==> src/rtl/fwd_tracker.sv <==
// Operand forwarding tracker: records in-flight destination registers and their
// Tnew countdown, forwards ready results to decode and raises the load-use stall.
module fwd_tracker #(
   parameter int unsigned DEPTH = 3,
   parameter int unsigned NRD   = 2,
   parameter int unsigned DW    = 32,
   parameter int unsigned AW    = 5,
   parameter int unsigned TW    = 3
) (
   input  logic                         clk,
   input  logic                         reset,
   input  logic                         issue_valid,
   input  logic [AW-1:0]                issue_addr,
   input  logic [TW-1:0]                issue_tnew,
   input  logic [DW-1:0]                issue_data,
   input  logic [DEPTH-1:0]             res_valid,
   input  logic [DEPTH*DW-1:0]          res_data,
   input  logic [NRD*AW-1:0]            rd_addr,
   input  logic [NRD*TW-1:0]            rd_tuse,
   input  logic [NRD*DW-1:0]            rf_data,
   input  logic                         freeze,
   input  logic                         flush,
   output logic [NRD*DW-1:0]            rd_data,
   output logic [NRD-1:0]               rd_fwd,
   output logic                         stall,
   output logic [$clog2(DEPTH+1)-1:0]   inflight
);

   localparam int unsigned CW = $clog2(DEPTH + 1);

   logic [DEPTH-1:0] ent_valid;
   logic [AW-1:0]    ent_addr [DEPTH];
   logic [TW-1:0]    ent_tnew [DEPTH];
   logic [DW-1:0]    ent_data [DEPTH];

   logic [DEPTH-1:0] nxt_valid;
   logic [AW-1:0]    nxt_addr [DEPTH];
   logic [TW-1:0]    nxt_tnew [DEPTH];
   logic [DW-1:0]    nxt_data [DEPTH];
   logic [CW-1:0]    nxt_cnt;

   logic             hazard;
   logic             hit;
   logic [TW-1:0]    win_tnew;
   logic [DW-1:0]    win_data;
   logic [AW-1:0]    port_addr;

   // The writeback stage's result has nowhere further to travel.
   logic unused_res;
   assign unused_res = ^{res_valid[DEPTH-1], res_data[(DEPTH-1)*DW +: DW]};

   // Per-port match: the youngest (lowest index) valid entry wins.
   always_comb begin
      hazard    = 1'b0;
      rd_fwd    = '0;
      rd_data   = rf_data;
      hit       = 1'b0;
      win_tnew  = '0;
      win_data  = '0;
      port_addr = '0;
      for (int unsigned p = 0; p < NRD; p++) begin
         hit       = 1'b0;
         win_tnew  = '0;
         win_data  = '0;
         port_addr = rd_addr[p*AW +: AW];
         for (int unsigned k = 0; k < DEPTH; k++) begin
            if (!hit && ent_valid[k] && (ent_addr[k] == port_addr) && (port_addr != '0)) begin
               hit      = 1'b1;
               win_tnew = ent_tnew[k];
               win_data = ent_data[k];
            end
         end
         if (hit && (win_tnew == '0)) begin
            rd_fwd[p]             = 1'b1;
            rd_data[p*DW +: DW]   = win_data;
         end
         if (hit && (win_tnew > rd_tuse[p*TW +: TW])) begin
            hazard = 1'b1;
         end
      end
   end

   assign stall = (freeze & ~flush) | (issue_valid & hazard);

   // Pipeline advance / hold / flush and the next occupancy count.
   always_comb begin
      nxt_valid = ent_valid;
      nxt_addr  = ent_addr;
      nxt_tnew  = ent_tnew;
      nxt_data  = ent_data;
      nxt_cnt   = '0;
      if (flush) begin
         nxt_valid = '0;
      end else if (!freeze) begin
         for (int unsigned k = 1; k < DEPTH; k++) begin
            nxt_valid[k] = ent_valid[k-1];
            nxt_addr[k]  = ent_addr[k-1];
            nxt_tnew[k]  = (ent_tnew[k-1] == '0) ? '0 : ent_tnew[k-1] - TW'(1);
            nxt_data[k]  = res_valid[k-1] ? res_data[(k-1)*DW +: DW] : ent_data[k-1];
         end
         nxt_valid[0] = issue_valid & ~stall & (issue_addr != '0);
         nxt_addr[0]  = issue_addr;
         nxt_tnew[0]  = issue_tnew;
         nxt_data[0]  = issue_data;
      end
      for (int unsigned k = 0; k < DEPTH; k++) begin
         nxt_cnt = nxt_cnt + CW'(nxt_valid[k]);
      end
   end

   always_ff @(posedge clk) begin
      if (!reset) begin
         ent_valid <= '0;
         inflight  <= '0;
      end else begin
         ent_valid <= nxt_valid;
         ent_addr  <= nxt_addr;
         ent_tnew  <= nxt_tnew;
         ent_data  <= nxt_data;
         inflight  <= nxt_cnt;
      end
   end

endmodule

==> config.mk <==
export PLATFORM = sky130hd
export DESIGN_NAME = fwd_tracker
export DESIGN_NICKNAME = d
export VERILOG_FILES = /design/src/rtl/fwd_tracker.sv
export SDC_FILE = /design/constraint.sdc
export NUM_CORES = 1
export LEC_CHECK = 0
export CELL_PAD_IN_SITES_DETAIL_PLACEMENT = 0
export CELL_PAD_IN_SITES_GLOBAL_PLACEMENT = 1
export CORE_MARGIN = 2
export CORE_UTILIZATION = 35
export CTS_BUF_LIST = sky130_fd_sc_hd__clkbuf_8
export CTS_CLUSTER_SIZE = 40
export DETAILED_ROUTE_END_ITERATION = 16
export GPL_ROUTABILITY_DRIVEN = 1
export GPL_TIMING_DRIVEN = 0
export PLACE_DENSITY = 0.87
export SLEW_MARGIN = 20
export SYNTH_ARGS = -nofsm -noshare
export SYNTH_HDL_FRONTEND = slang
export SYNTH_SLANG_ARGS = --single-unit
==> constraint.sdc <==
create_clock -name clk -period 11.99 [get_ports clk]
set_input_delay 2.398 -clock clk [delete_from_list [all_inputs] [get_ports clk]]
set_output_delay 2.398 -clock clk [all_outputs]
set_load 0.02 [all_outputs]
==> impl_metrics.ini <==
[outcome]
outcome = finished, final reports clean

[power_and_ir_drop]
switchingPower_mw = 0.262
power.density_nw_per_um2 = 98.1
p_int_mw = 0.830
p_leak_nw = 3.53
netSwitchingFraction = 0.240
comb_power_share = 0.151
vdd_drop_max_v = 0.0000577
pwr-share-seq = 0.463
clock_power_share = 0.387

[floorplan]
die_x_microns = 153
core-area_sq_um = 21800
io_pins = 293
dieArea_sq_um = 23300
initial_core_util = 0.355
die_h_microns = 153
num_rows = 54

[layout]
drive_gt1_frac = 0.139
layoutNonFillerInstCount = 1357
final_cell_area_sq_um = 11100
final_util = 0.511
area_growth_pct = 43.9
final_net_count = 1298

[synthesis]
synth_cells = 787
synth_top_area_share = 0.466
synth.area.top_cells = edfxtp_1 (47%), mux2_2 (9.5%), a21oi_1 (8.7%)
synth-async-reset-ratio = 0
synth_flop_cell = edfxtp_1
ys_warn_count = 0
synth_top_area_cell = edfxtp_1
synth_top_cells_by_count = a21oi_1 (135), edfxtp_1 (120), nand2_1 (73), nand3_1 (71), o21ai_0 (67)
yosysSeqAreaShare = 0.479
synth_most_common_cell = a21oi_1
avgSynthCellArea_sq_um = 9.82
netlist_area_sq_um = 7730
yosys_register_bits = 125
synthesis.nets = 1022
synth_edf_count = 120
synthDistinctLibCells = 47

[cts]
clock_tree.root_cell = clkbuf_8
cts.sinks = 125
insertion_delay_ps = 450
clk_pin_slew_ps = 80
cts_tree = built
post_cts_buffers = 0
hold_buffers = 0
cts_resized = 0
cts_max_path_buffers = 2
cts_max_level = 4
cts_buffers = 17

[detailed_routing]
dr.pass1.iters = 6
avgViaCountPerCell = 5.43
route.detailed.drc = 0
dr.first_iter.drc_count = 575
wl_per_cell_microns = 21.4
routed_wl_microns = 29000
num_vias = 7364
detail-route-antenna-nets = 0

[place]
pre_cts_slack_ps = 2700
portBuffers = 255
dpl_cell_area_sq_um = 10700
gp_congestion = 0.847
dp.final_hpwl_microns = 20900
dp.cells = 1324

[setup_path]
critPathMaxFanout = 10
cp.arrival_ps = 6960
end_kind = output port
crit_type = in -> out
critPathRequiredTime_ps = 9590
worstSetupStartpointType = input pin

[global_route]
overflow = 0
grt_max_degree = 47
grt_pass1_vias = 7514
grt_first_pass_wirelength_microns = 43900
grtUsageTotal = 0.245
antenna_found_initial = 2

[sta]
slew_headroom = 0.389
setup_ws_ps = 2630
finalMaxSlewViolations = 0
final.setup.tns_ps = 0
setup_violations = 0
finalClockSkew_ps = 14.0
rsz0062_at_grt = no
final.period_utilization = 0.781
hold_viol = 0
fin_crit_ps = 9360
max_freq_mhz = 107
worst_slew_pin_slew_ps = 912

[worst_hold_path]
hold_path.class = reg -> reg

[flow_run]
max-cap-violations = 0
[worst max-delay path, stage by stage]
cell,delay [ps]
clkdlybuf4s50_1,610
inv_1,70
a221o_1,390
nor4_4,710
nand3_1,150
a21oi_1,560
clkbuf_1,550
ha_1,370
nand3_1,80
o21ai_0,70
o22ai_1,250
a21o_1,160
clkdlybuf4s50_1,600
[stage by stage]
stage / hold slack (ps) / total power [mW]
floorplan: 493 / 0.578
global placement: 500 / 0.677
detailed placement: 508 / 0.679
CTS: 525 / 1.10
global route: 540 / 1.12
finish: 530 / 1.09
[registers in the layout, indices dropped and copies added, names as in the netlist]
register   flops
ent_addr      15
inflight       2
ent_tnew       9
ent_data      96
ent_valid      3
[per-layer routing]
| layer | global-route usage | share of wire |
|---|---|---|
| met1 | 0.327 | 0.43 |
| met2 | 0.410 | 0.48 |
| met3 | 0.0452 | 0.077 |
| met4 | 0.0683 | 0.015 |
| met5 | 0 | 0.00038 |
[power by group through the flow]
stage	logic (mW)	registers (mW)	clock network, mW
2_1_floorplan	0.0653	0.513	0
3_3_place_gp	0.161	0.516	0
3_5_place_dp	0.164	0.515	0
4_1_cts	0.165	0.505	0.427
5_1_grt	0.176	0.507	0.442
6_report	0.164	0.505	0.422
[cell families (layout without fill, tap and decap cells)]
| group | after synthesis | count (layout) | share of synthesized area |
|---|---|---|---|
| and+or+nand+nor | 197 | 197 | 0.125 |
| adders and majority gates | 11 | 11 | 0.0188 |
| muxes | 67 | 67 | 0.0973 |
| DFF | 125 | 125 | 0.479 |
| AOI/OAI and AO/OA | 283 | 283 | 0.204 |
| other | 0 | 1 | 0 |
| buffers and inverters | 77 | 366 | 0.0445 |
| xor gates and xnor gates | 27 | 27 | 0.0306 |
[cell usage in the layout (no fill, tap or decap), types with 4 or more instances in the layout]
cell type / instances
clkdlybuf4s50_1: 255
a21oi_1: 135
edfxtp_1: 120
nand2_1: 73
nand3_1: 71
o21ai_0: 67
mux2_2: 65
o21ai_1: 45
clkbuf_1: 42
xnor2_1: 27
o21ai_2: 20
clkbuf_8: 18
inv_1: 14
nor2_1: 13
buf_1: 10
ha_1: 10
buf_6: 6
nand4_1: 5
nor3_1: 5
nor2b_1: 5
and2_1: 5
dfxtp_1: 5
bufinv_16: 4
[cell type report]
cell class	count	area, sq um
diodes	1	2.50
well taps	280	350
flip-flops and latches	125	3700
clock buffers	18	248
clock inverters	14	193
repair buffers	257	2600
fillers	2060	10600
multi-input cells	585	3680
plain buffers	62	288
inverters	15	56.3
[path summary, 6_finish.rpt]
path | from | end | slack, ps | depth (start not counted)
max reg2reg | ent_addr[7] | inflight[0] | 7500 | 13
min | ent_addr[6] | ent_addr[1] | 530 | 0
max | rd_addr[6] | stall | 2630 | 13
min reg2reg | ent_addr[6] | ent_addr[1] | 530 | 0
(Power assumes the default switching activity.)
